File: src/rtl/fib_ctrl.sv
// Control FSM in front of the calc Fibonacci datapath: sequences clear/seed/iterate
// and captures F(n) from calc, flagging indices that would overflow the result width.
module fib_ctrl #(
   parameter int N_W    = 5,
   parameter int DATA_W = 20,
   parameter int MAX_N  = 30
) (
   input  logic              clk,
   input  logic              rst,
   input  logic              start,
   input  logic [N_W-1:0]    n,
   input  logic [DATA_W-1:0] result_in,
   output logic              ready,
   output logic              rst_ctl,
   output logic              mux,
   output logic              en,
   output logic [DATA_W-1:0] fib_out,
   output logic              done,
   output logic              err
);

   typedef enum logic [2:0] {
      S_IDLE,
      S_CLEAR,
      S_LOAD,
      S_STEP,
      S_CAPTURE
   } state_t;

   state_t            r_state;
   logic [N_W-1:0]    r_cnt;
   logic [N_W-1:0]    r_nQ;
   logic [DATA_W-1:0] r_fibOut;
   logic              r_done;
   logic              r_err;
   logic              r_ready;
   logic              r_rstCtl;
   logic              r_mux;
   logic              r_en;
   logic              w_nLegal;

   assign w_nLegal = (n <= N_W'(MAX_N));

   // Control outputs are set alongside each transition so they always match the
   // decode of the state being entered.
   always_ff @(posedge clk or posedge rst) begin
      if (rst) begin
         r_state  <= S_IDLE;
         r_cnt    <= '0;
         r_nQ     <= '0;
         r_fibOut <= '0;
         r_done   <= 1'b0;
         r_err    <= 1'b0;
         r_ready  <= 1'b1;
         r_rstCtl <= 1'b0;
         r_mux    <= 1'b0;
         r_en     <= 1'b0;
      end else begin
         r_done <= 1'b0;
         case (r_state)
            S_IDLE: begin
               if (start) begin
                  if (w_nLegal) begin
                     r_nQ     <= n;
                     r_err    <= 1'b0;
                     r_state  <= S_CLEAR;
                     r_ready  <= 1'b0;
                     r_rstCtl <= 1'b1;
                  end else begin
                     r_done   <= 1'b1;
                     r_err    <= 1'b1;
                     r_fibOut <= '0;
                  end
               end
            end
            S_CLEAR: begin
               r_rstCtl <= 1'b0;
               if (r_nQ == '0) begin
                  r_state <= S_CAPTURE;
               end else begin
                  r_state <= S_LOAD;
                  r_en    <= 1'b1;
                  r_mux   <= 1'b1;
               end
            end
            S_LOAD: begin
               r_mux <= 1'b0;
               if (r_nQ <= N_W'(2)) begin
                  r_state <= S_CAPTURE;
                  r_en    <= 1'b0;
               end else begin
                  r_cnt   <= r_nQ - N_W'(2);
                  r_state <= S_STEP;
               end
            end
            S_STEP: begin
               r_cnt <= r_cnt - N_W'(1);
               if (r_cnt == N_W'(1)) begin
                  r_state <= S_CAPTURE;
                  r_en    <= 1'b0;
               end
            end
            S_CAPTURE: begin
               r_fibOut <= result_in;
               r_done   <= 1'b1;
               r_ready  <= 1'b1;
               r_state  <= S_IDLE;
            end
            default: begin
               r_state  <= S_IDLE;
               r_ready  <= 1'b1;
               r_rstCtl <= 1'b0;
               r_mux    <= 1'b0;
               r_en     <= 1'b0;
            end
         endcase
      end
   end

   assign ready   = r_ready;
   assign rst_ctl = r_rstCtl;
   assign mux     = r_mux;
   assign en      = r_en;
   assign fib_out = r_fibOut;
   assign done    = r_done;
   assign err     = r_err;

endmodule

File: config.mk
export PLATFORM = sky130hd
export DESIGN_NAME = fib_ctrl
export DESIGN_NICKNAME = d
export VERILOG_FILES = /design/src/rtl/fib_ctrl.sv
export SDC_FILE = /design/constraint.sdc
export NUM_CORES = 1
export LEC_CHECK = 0
export BUFFER_PORTS_ARGS = -buffer_cell sky130_fd_sc_hd__buf_2
export CAP_MARGIN = 10
export CELL_PAD_IN_SITES_DETAIL_PLACEMENT = 2
export CELL_PAD_IN_SITES_GLOBAL_PLACEMENT = 2
export CORE_MARGIN = 1
export CORE_UTILIZATION = 33
export CTS_BUF_LIST = sky130_fd_sc_hd__clkbuf_4
export DETAILED_ROUTE_END_ITERATION = 12
export GPL_ROUTABILITY_DRIVEN = 0
export PLACE_DENSITY_LB_ADDON = 0.1
export SLEW_MARGIN = 15
export SYNTH_ARGS = -nofsm -noshare
export SYNTH_HDL_FRONTEND = slang
export SYNTH_SLANG_ARGS = --single-unit
File: constraint.sdc
create_clock -name clk -period 2.3 [get_ports clk]
set_clock_uncertainty 0.1 [all_clocks]
set_input_delay 0.46 -clock clk [delete_from_list [all_inputs] [get_ports clk]]
set_output_delay 0.46 -clock clk [all_outputs]
set_load 0.02 [all_outputs]
== Word-level counts from Yosys, hierarchy flattened ==
Cells that the tools add are included.

* Reductions and logical operators: 17
* Magnitude comparators: 2
* Div/mod/pow operators: 0
* $mul: 0
* Shift operators: 0
* Eq/ne operators: 12
* $add $sub $neg: 2
* Bitwise logic cells: 4
* Multiplexer cells: 25

{| class="wikitable"
|+ Operators by type and width
! operator !! number
|-
| $mux W20 || 2
|-
| $pmux W20 S2 || 1
|-
| $mux W3 || 5
|-
| $reduce_and A3 Y1 || 5
|-
| $ne A2 B2 Y1 const B || 7
|-
| $pmux W3 S4 || 1
|-
| $pmux W5 S2 || 1
|-
| $mux W1 || 9
|-
| $reduce_or A3 Y1 || 3
|-
| $pmux W1 S2 || 4
|-
| $eq A3 B2 Y1 const B || 2
|-
| $reduce_and A2 Y1 || 3
|-
| $eq A5 B1 Y1 const B || 1
|-
| $le A5 B2 Y1 const B || 1
|-
| $le A5 B5 Y1 const B || 1
|-
| $logic_not A5 Y1 || 1
|-
| $mux W5 || 1
|-
| $sub A5 B1 Y5 const B || 1
|-
| $sub A5 B2 Y5 const B || 1
|-
| $not A1 Y1 || 4
|-
| $pmux W1 S4 || 1
|-
| $reduce_and A4 Y1 || 1
|-
| $reduce_bool A2 Y1 || 2
|-
| $eq A3 B1 Y1 const B || 1
|-
| 3 further kinds || 3
|}

* RAM bits: 0
* Flip-flop bits (word level): 39
* Bits in read-only memories: 0
* Bits in latches: 0
* Memories kept: 0

== Logic depth before layout (Yosys ltp) ==
Gate-level depths: netlist of the first run.

* Word-level depth: 4
* Depth in mapped cells: 6
* Depth with buffers taken out: 6

== Least setup slack after synthesis of the first run ==
OpenSTA, ideal clock, no wires.

* Path type: register to register
* Start: register r_state[0]
* End: register r_nQ[1]
* Clock period less this slack: 1753 ps
* Arrival: 1528 ps
* Slack: 547 ps
* Setup time: 125 ps
* Path buffers: 1
* Cell stages (with the launch flop): 6
* Path through: dfrtp_1 clkbuf_1 nor2_4 nand3b_1 nor2_1 mux2_2

* Word-level cells in the longest chain between the ends: 2

{| class="wikitable"
|+ Ends and longest elaborated chain
! what !! RTL line !! text
|-
| start: declaration || 30 || <nowiki>state_t r_state;</nowiki>
|-
| start signal: assignment || 48 || <nowiki>r_state <= S_IDLE;</nowiki>
|-
| start signal: assignment || 66 || <nowiki>r_state <= S_CLEAR;</nowiki>
|-
| start signal: assignment || 79 || <nowiki>r_state <= S_CAPTURE;</nowiki>
|-
| $logic_not A3 Y1 || 60 || <nowiki>case (r_state)</nowiki>
|-
| $reduce_and A3 Y1 (no source line) || n/a ||
|-
| end signal: assignment || 64 || <nowiki>r_nQ <= n;</nowiki>
|-
| end: declaration || 32 || <nowiki>logic [N_W-1:0] r_nQ;</nowiki>
|}

Every way passes these cells.
A chain may end at the register's enable or synchronous reset.

== Worst setup path after layout of the first run ==
* Start: register r_state[0]
* End: register r_fibOut[15] (netlist: fib_out[15])

* Word-level cells in the longest chain between the ends: 3
* Elaborated cells between the ends (all ways): 7

{| class="wikitable"
|+ Ends and longest elaborated chain
! what !! RTL line !! text
|-
| $eq A3 B3 Y1 or $logic_not A3 Y1 (tied branches) || 60 ||
|-
| $reduce_bool A2 Y1 (no source line) or $ne A2 B2 Y1 (tied branches) || n/a ||
|-
| $reduce_and A3 Y1 (no source line) || n/a ||
|-
| end signal: assignment || 104 || <nowiki>r_fibOut <= result_in;</nowiki>
|-
| end: declaration || 33 || <nowiki>logic [DATA_W-1:0] r_fibOut;</nowiki>
|}

Several ways; a longest one is shown, not always the timed one.

==> flow_summary.ini, run 1 <==
[sta]
tightest_slew_ps = 721.0
min_period_over_period_pct = 84.35
setup_viol = 0
finalMaxSlewViolations = 0
rsz0062_at_grt = false
slew_headroom_pct = 51.93
fmax_mhz = 515.4
min_period_ps = 1940
final.setup.tns_ps = 0
finalHoldViolations = 0

[drt]
finalWirelength_um = 4953
dr.pass1.iters = 4
drtAntennaViolNets = 0
drtIter0Drc = 45
drt-wirelength-per-cell_um = 17.32
drc_errors = 0
viasPerCell = 5.231
num_vias = 1496

[worst_setup_path]
slowest_delay_ps = 630
startpoint_type = flip-flop
crit_type = reg -> reg
cp_cell_sequence = nor2_4, and2_1, a22o_1
crit_fanout = 20
crit_required_ps = 2490
worstPathArrival_ps = 2130
cp_top_family = simple AND/OR/NAND/NOR gates
cpMaxStageDelayCell = and2_1
path_buf_inv = 0
reg2reg_slack_ps = 360
endpoint_kind = flip-flop

[clock_tree]
cts_hold_buf = 0
cts-root-buf = clkbuf_4
clk_pin_slew_worst_paths_ps = 120
post_cts_resized = 0
clock_sinks = 39
clock_path_buffers = 2
htree_num_levels = 2
insertion_delay_ps = 350
numCtsBuffers = 5
post_cts_buffers = 0
cts_tree = built

[yosys]
synth_area_sq_um = 1780
ys.flop_type = dfrtp_1
ys_async_sr_fraction_pct = 100.0
ys_types = 40
ys_seq_area_share_pct = 54.88
synthCells = 158
synth-edff-count = 0
synth_fp_nets = 189
syn_area_per_cell_sq_um = 11.27
synth-seq-cells = 39
yosys_warnings = 0

[run]
maxCapViolations = 0

[floorplan]
die_h_um = 75.45
ioPinCount = 54
core_area_sq_um = 5140
die_area_sq_um = 5693
die_x_um = 75.45
std_cell_rows = 26
initial_core_util_pct = 34.64

[place]
dp.cells = 278
portBuffers = 53
place_area_sq_um = 2143
place_hpwl_um = 3665

[pwr]
switching_share_pct = 42.56
power.switching_mw = 1.428
combinationalPowerShare_pct = 45.3
ir_worst_vdd_mv = 0.4830
powerDensity_nw_per_um2 = 1512
p_seq_share_pct = 41.2
intPower_mw = 1.927
pwr-share-clk_pct = 13.5
p_leak_nw = 1.103

[global_route]
grt_pass1_wl_um = 7928
antenna_found_initial = 0
grt.overflow.total = 0
grtUsageTotal_pct = 19.14
grt_pass1_vias = 1592
grt_max_degree = 40

[cells_and_area]
fin_util_pct = 43.18
fin_nets = 246
fin_area_sq_um = 2220
layout-drive-gt1-share_pct = 35.19
area_growth_pct = 24.67
stdcell_count = 286
n_antenna_cell = 0

[run_status]
status = finished clean

[min_path]
hold_path.class = in -> async
==> logic make-up (layout without fill, tap and decap cells) <==
logic type	count (synthesis)	in the layout	share of synthesized area [%]
AO/OA/AOI/OAI	56	56	24.67
XOR/XNOR	1	1	0.4920
multiplexers	3	3	1.897
AND/OR/NAND/NOR	36	36	11.67
flip-flops	39	39	54.88
buffers and inverters	20	78	4.287
adder cells (fa/ha/maj)	3	3	2.108
==> final timing paths <==
kind	start	to	cells past startpoint
min in group clk	result_in[5]	fib_out[5]	2
hold / removal	rst	fib_out[9]	3
max in group asynchronous	rst	ready	3
hold reg to reg	fib_out[10]	fib_out[10]	1
setup reg to reg	r_state[0]	fib_out[15]	3
setup / recovery	r_state[0]	fib_out[15]	3
==> state kept, by name, indices dropped and copies added, names as in the netlist <==
signal / count
r_nQ: 5
rst_ctl: 1
ready: 1
r_cnt: 5
en: 1
err: 1
fib_out: 20
done: 1
mux: 1
r_state: 3
==> area by class of cell <==
class	instances	area [sq um]
clock buffer	5	37.54
clock inverter	3	38.79
fill	586	2920
inverter	11	41.29
multi-input combinational	99	726.9
sequential	39	977.2
tap	70	87.58
timing repair buffer	59	310.3
==> routing by layer <==
| metal | routed length, um | vias to the layer above | part of all wire (%) | global-route usage [%] |
|---|---|---|---|---|
| li1 | - | 698 | - | - |
| met1 | 2169 | 749 | 44 | 24.29 |
| met2 | 2525 | 41 | 51 | 32.14 |
| met3 | 180 | 8 | 3.6 | 4.101 |
| met4 | 78 | 0 | 1.6 | 7.202 |
| met5 | 0 | - | 0 | 0 |
==> placed cells by master (no fill, tap or decap), types with 4 or more instances in the layout <==
cell       n
buf_2     53
dfrtp_1   38
a22o_1    20
inv_1     11
o21ai_0   11
nor2_1     9
buf_4      6
nand2_1    5
a21oi_1    5
clkbuf_4   5
nor3b_1    4
o22a_1     4
==> Yosys cell counts (2+ instances only) <==
| master | instances | area, sq um |
|---|---|---|
| mux2_2 | 3 | 33.78 |
| ha_1 | 3 | 37.54 |
| nand4_1 | 3 | 18.77 |
| a21oi_1 | 5 | 25.02 |
| o22a_1 | 4 | 35.03 |
| a32o_1 | 2 | 20.02 |
| dfrtp_1 | 38 | 950.9 |
| nor2b_1 | 3 | 18.77 |
| nor2_1 | 9 | 33.78 |
| clkbuf_1 | 8 | 30.03 |
| a21o_1 | 2 | 15.01 |
| o21ai_0 | 12 | 60.06 |
| nor3b_1 | 4 | 30.03 |
| nor3_1 | 3 | 15.01 |
| nand2_1 | 5 | 18.77 |
| inv_1 | 11 | 41.29 |
| a22o_1 | 20 | 175.2 |
==> metrics by stage <==
step | setup slack (ps) | hold slack [ps] | total power, mW
6_report | 359.9 | 100.7 | 3.355
5_1_grt | 174.5 | 124.3 | 3.602
4_1_cts | 325.0 | 110.1 | 3.404
3_5_place_dp | 347.0 | 381.1 | 2.936
3_3_place_gp | 446.2 | 367.1 | 2.828
2_1_floorplan | 546.8 | 391.8 | 2.369
==> power by group through the flow <==
stage,logic (mW),clock network [mW],registers (mW)
6_report,1.52,0.453,1.38
5_1_grt,1.67,0.499,1.44
4_1_cts,1.54,0.473,1.39
3_5_place_dp,1.54,0,1.39
3_3_place_gp,1.47,0,1.36
2_1_floorplan,0.863,0,1.51
==> worst register-to-register path, cell delays in order, from the launching register on <==
cell and delay (ps):
dfrtp_1 610, nor2_4 270, and2_1 630, a22o_1 270
No activity file was read; power rests on OpenSTA's default activity.
==> inputs of run 2 (changes only) <==
--- a/config.mk
+++ b/config.mk
@@ -10,7 +10,7 @@
 export CELL_PAD_IN_SITES_DETAIL_PLACEMENT = 2
 export CELL_PAD_IN_SITES_GLOBAL_PLACEMENT = 2
 export CORE_MARGIN = 1
-export CORE_UTILIZATION = 33
+export CORE_UTILIZATION = 30
 export CTS_BUF_LIST = sky130_fd_sc_hd__clkbuf_4
 export DETAILED_ROUTE_END_ITERATION = 12
 export GPL_ROUTABILITY_DRIVEN = 0
==> constraint.sdc (replaced) <==
create_clock -name clk -period 1.69 [get_ports clk]
set_clock_uncertainty 0.1 [all_clocks]
set_input_delay 0.338 -clock clk [delete_from_list [all_inputs] [get_ports clk]]
set_output_delay 0.338 -clock clk [all_outputs]
set_load 0.02 [all_outputs]
==> flow_summary.ini, run 2 (synthesis gave the netlist of run 1 again) <==
[drt]
finalWirelength_um = 5740
dr.pass1.iters = 4
viasPerCell = 5.174
drtAntennaViolNets = 0
num_vias = 1604
drtIter0Drc = 44
drt-wirelength-per-cell_um = 18.52
drc_errors = 0

[floorplan]
die_x_um = 79.04
die_h_um = 79.04
std_cell_rows = 27
ioPinCount = 54
die_area_sq_um = 6247
core_area_sq_um = 5608
initial_core_util_pct = 31.75

[worst_setup_path]
crit_type = reg -> reg
worstPathArrival_ps = 1900
cpMaxStageDelayCell = or4_4
crit_fanout = 3
startpoint_type = flip-flop
endpoint_kind = flip-flop
crit_required_ps = 1840
slowest_delay_ps = 580
cp_cell_sequence = or4_4, o31ai_4, o21ba_4, a2111oi_4

[global_route]
grtUsageMet3_pct = 3.678
grtUsageTotal_pct = 19.51
grt_pass1_wl_um = 9328
use_met1_pct = 22.79
antenna_found_initial = 0
grt.overflow.total = 0
grt_pass1_vias = 1886
grt_max_degree = 31
gr-max-usage-layer = met2
use_met2_pct = 36.21

[pwr]
powerDensity_nw_per_um2 = 2071
intPower_mw = 3.038
combinationalPowerShare_pct = 52.8
power.total_mw = 5.261
power.switching_mw = 2.222
p_seq_share_pct = 34.9
ir_worst_vdd_mv = 0.7339
pwr-share-clk_pct = 12.3
switching_share_pct = 42.24
p_leak_nw = 1.250

[clock_tree]
htree_num_levels = 2
clock_path_buffers = 2
clock_sinks = 39
cts-root-buf = clkbuf_4
insertion_delay_ps = 340
cts_tree = built
clk_pin_slew_worst_paths_ps = 130
numCtsBuffers = 5

[cells_and_area]
multi_input_area_sq_um = 843.3
n_antenna_cell = 0
layout_commonest_cell = buf_2
layout-drive-gt1-share_pct = 47.90
final-seq-area_sq_um = 979.7
area_growth_pct = 42.66
stdcell_count = 310
largest_reg_flops = 20
fillers = 624
fin_nets = 268
layout_common_cells = buf_2, dfrtp_1, buf_4

[sta]
rsz0062_at_grt = true
min_period_over_period_pct = 103.5
slew_headroom_pct = 71.67
layout_setup_ws_ps = -59.82
min_period_ps = 1750
setup_viol = 2
finalHoldViolations = 0
fmax_mhz = 571.5
finalMaxSlewViolations = 0
tightest_slew_ps = 424.9
final.setup.tns_ps = -67.10

[run_status]
status = complete, but fails checks
violations = negative setup slack

[place]
dp.cells = 297
portBuffers = 53
place_ws_ps = -80.55
place_hpwl_um = 4035

[min_path]
hold_path.class = in -> reg

[run]
maxCapViolations = 0
run 2: cell type report:
cell class / instances / area share [%]
Sequential cell: 39 / 38.57
Multi-Input combinational cell: 99 / 33.20
Timing Repair Buffer: 81 / 19.85
Tap cell: 72 / 3.547
Clock inverter: 3 / 1.724
Inverter: 11 / 1.626
Clock buffer: 5 / 1.478
run 2: power groups by stage:
stage / Combinational [mW] / Clock (mW) / Sequential (mW)
5_1_grt: 3.01 / 0.710 / 1.90
3_5_place_dp: 2.50 / 0 / 1.81
3_3_place_gp: 2.40 / 0 / 1.76
2_1_floorplan: 1.19 / 0 / 2.05
4_1_cts: 2.69 / 0.675 / 1.81
6_report: 2.78 / 0.645 / 1.84
run 2: final timing paths:
kind,slack (ps),cells past startpoint,endpoint,startpoint
min reg2reg,400,2,err,err
max,-60,4,r_state[2],r_nQ[4]
min in group asynchronous,410,3,fib_out[11],rst
max in group asynchronous,500,4,ready,rst
max reg2reg,-60,4,r_state[2],r_nQ[4]
min,110,2,fib_out[3],result_in[3]
run 2: metal layers:
layer	vias to the layer above	part of all wire, %
met1	820	42
met4	0	1.5
li1	738	-
met2	36	53
met5	-	0
met3	10	3.2
run 2: stage by stage:
stage / hold WS (ps) / utilization (%) / instance area (sq um)
after floorplan: 378.0 / - / 1794
after global placement: 237.0 / 41.23 / 2312
after detailed placement: 245.6 / 41.23 / 2312
after CTS: 90.23 / 44.24 / 2481
after global routing: 93.60 / 45.29 / 2540
final: 107.0 / 45.29 / 2540
run 2: critical path, delay by kind of cell, from the launching register on:
family	cells	cell delay, ps
AOI/OAI and AO/OA	3	580
and+or+nand+nor	1	580
DFF	1	400
run 2: what timing repair did:
action / 4_1_cts / 5_1_grt
gates resized for setup: 18 / 10
gates cloned: 1 / 0
setup buffers: 1 / 2
hold endpoints to repair: 9 / 0
pin swaps: 3 / 1
hold buffers: 1 / 0
setup endpoints to repair: 29 / 8
==> inputs of run 3 (changes only) <==
--- a/config.mk
+++ b/config.mk
@@ -10,11 +10,12 @@
 export CELL_PAD_IN_SITES_DETAIL_PLACEMENT = 2
 export CELL_PAD_IN_SITES_GLOBAL_PLACEMENT = 2
 export CORE_MARGIN = 1
-export CORE_UTILIZATION = 30
+export CORE_UTILIZATION = 33
 export CTS_BUF_LIST = sky130_fd_sc_hd__clkbuf_4
 export DETAILED_ROUTE_END_ITERATION = 12
 export GPL_ROUTABILITY_DRIVEN = 0
-export PLACE_DENSITY_LB_ADDON = 0.1
+export HOLD_SLACK_MARGIN = 0.12
+export PLACE_DENSITY = 0.91
 export SLEW_MARGIN = 15
 export SYNTH_ARGS = -nofsm -noshare
 export SYNTH_HDL_FRONTEND = slang
==> constraint.sdc (replaced) <==
create_clock -name clk -period 2 [get_ports clk]
set_clock_uncertainty 0.1 [all_clocks]
set_input_delay 0.4 -clock clk [delete_from_list [all_inputs] [get_ports clk]]
set_output_delay 0.4 -clock clk [all_outputs]
set_load 0.02 [all_outputs]
==> flow_summary.ini, run 3 (synthesis gave the netlist of run 1 again) <==
[floorplan]
die_area_sq_um = 5693
ioPinCount = 54
std_cell_rows = 26
initial_core_util_pct = 34.64
die_h_um = 75.45
core_area_sq_um = 5140
die_x_um = 75.45

[cells_and_area]
n_antenna_cell = 0
fillers = 577
layout_common_cells = buf_2, dfrtp_1, a22o_1
area_growth_pct = 25.65
fin_util_pct = 43.52
fin_nets = 248
largest_reg_flops = 20
layout_commonest_cell = buf_2
fin_area_sq_um = 2237
layout-drive-gt1-share_pct = 35.94
stdcell_count = 287

[sta]
fmax_mhz = 519.5
slew_headroom_pct = 65.47
setup_viol = 0
tightest_slew_ps = 518.0
finalMaxSlewViolations = 0
min_period_over_period_pct = 96.24
min_period_ps = 1925
rsz0062_at_grt = false
final.setup.tns_ps = 0
finalHoldViolations = 0

[drt]
drc_errors = 0
finalWirelength_um = 5587
dr.pass1.iters = 4
drt-wirelength-per-cell_um = 19.47
num_vias = 1505
drtIter0Drc = 46
viasPerCell = 5.244
drtAntennaViolNets = 0

[clock_tree]
insertion_delay_ps = 350
clock_sinks = 39
cts_tree = built
htree_num_levels = 2
cts-root-buf = clkbuf_4
clk_pin_slew_worst_paths_ps = 120
numCtsBuffers = 5
clock_path_buffers = 2

[worst_setup_path]
reg2reg_slack_ps = 80
r2r-end = r_cnt[4]
startpoint_type = flip-flop
endpoint_kind = flip-flop
reg2reg_depth = 6
worstPathArrival_ps = 2080
crit_type = reg -> reg
reg2reg_from = r_cnt[0]
crit_required_ps = 2150
crit_fanout = 4

[min_path]
hold_depth = 2
hold_path.class = in -> reg
min_to = fib_out[17]
hp-start = result_in[17]

[global_route]
antenna_found_initial = 0
grt.overflow.total = 0
grt_pass1_vias = 1607
grtUsageTotal_pct = 20.85
grt_max_degree = 40
grt_pass1_wl_um = 8618

[pwr]
pwr-share-clk_pct = 13.6
combinationalPowerShare_pct = 47.2
p_seq_share_pct = 39.2
power.switching_mw = 1.735
powerDensity_nw_per_um2 = 1781
power.total_mw = 3.984
ir_worst_vdd_mv = 0.8276
switching_share_pct = 43.54
intPower_mw = 2.249
p_leak_nw = 1.112

[place]
place_hpwl_um = 4001
dp.cells = 279
portBuffers = 53
place_area_sq_um = 2151

[run]
maxCapViolations = 0

[run_status]
status = finished clean
run 3: layout make-up:
cell class                 instances  area, sq um  share of cell area [%]
clock buffer                       6        45.04                   2.013
inverter                          11        41.29                   1.846
clock inverter                     1        30.03                   1.342
tap                               70        87.58                   3.915
timing repair buffer              61        327.8                   14.65
sequential                        39        977.2                   43.68
multi-input combinational         99        728.2                   32.55
run 3: power by group through the flow:
stage | Sequential (mW) | Clock, mW | Combinational [mW]
2_1_floorplan | 1.73 | 0 | 0.992
3_3_place_gp | 1.52 | 0 | 1.75
3_5_place_dp | 1.57 | 0 | 1.86
4_1_cts | 1.56 | 0.560 | 1.90
5_1_grt | 1.61 | 0.580 | 2.04
6_report | 1.56 | 0.542 | 1.88
run 3: how the worst max path moves through the flow:
stage | from | endpoint | slack (ps) | depth (start not counted)
after detailed placement | r_cnt[0] | r_cnt[4] | 90 | 6
after floorplan | r_state[0] | r_nQ[1] | 250 | 5
final | r_cnt[0] | r_cnt[4] | 80 | 6
after global placement | r_state[1] | fib_out[0] | 220 | 3
after global routing | r_cnt[0] | r_cnt[4] | 0.5 | 6
after CTS | r_nQ[1] | en | 6 | 4
run 3: repair_timing:
item | CTS | global route
setup endpoints to repair | 1 | 2
pin swaps | 0 | 0
gates resized for setup | 1 | 2
setup buffers | 0 | 0
hold endpoints to repair | 38 | 0
hold buffers | 1 | 0
run 3: through the flow:
step	hold WS, ps	setup WS, ps
5_1_grt	154.6	0.5498
2_1_floorplan	391.8	246.8
4_1_cts	139.3	6.100
3_5_place_dp	381.9	85.80
6_report	160.8	75.11
3_3_place_gp	370.9	215.4
run 3: critical path: stages (launching register included):
cell and delay [ps]:
dfrtp_1 450, inv_1 110, ha_1 190, nor3b_1 250
mux2_2 370, a32o_1 200, a21o_1 150
run 3: per-layer routing:
layer | up-vias | GRT usage, % | share of wire, %
met3 | 14 | 3.439 | 2.2
li1 | 697 | - | -
met1 | 758 | 25.70 | 43
met2 | 36 | 37.20 | 53
met5 | - | 0 | 0
met4 | 0 | 6.790 | 2.1
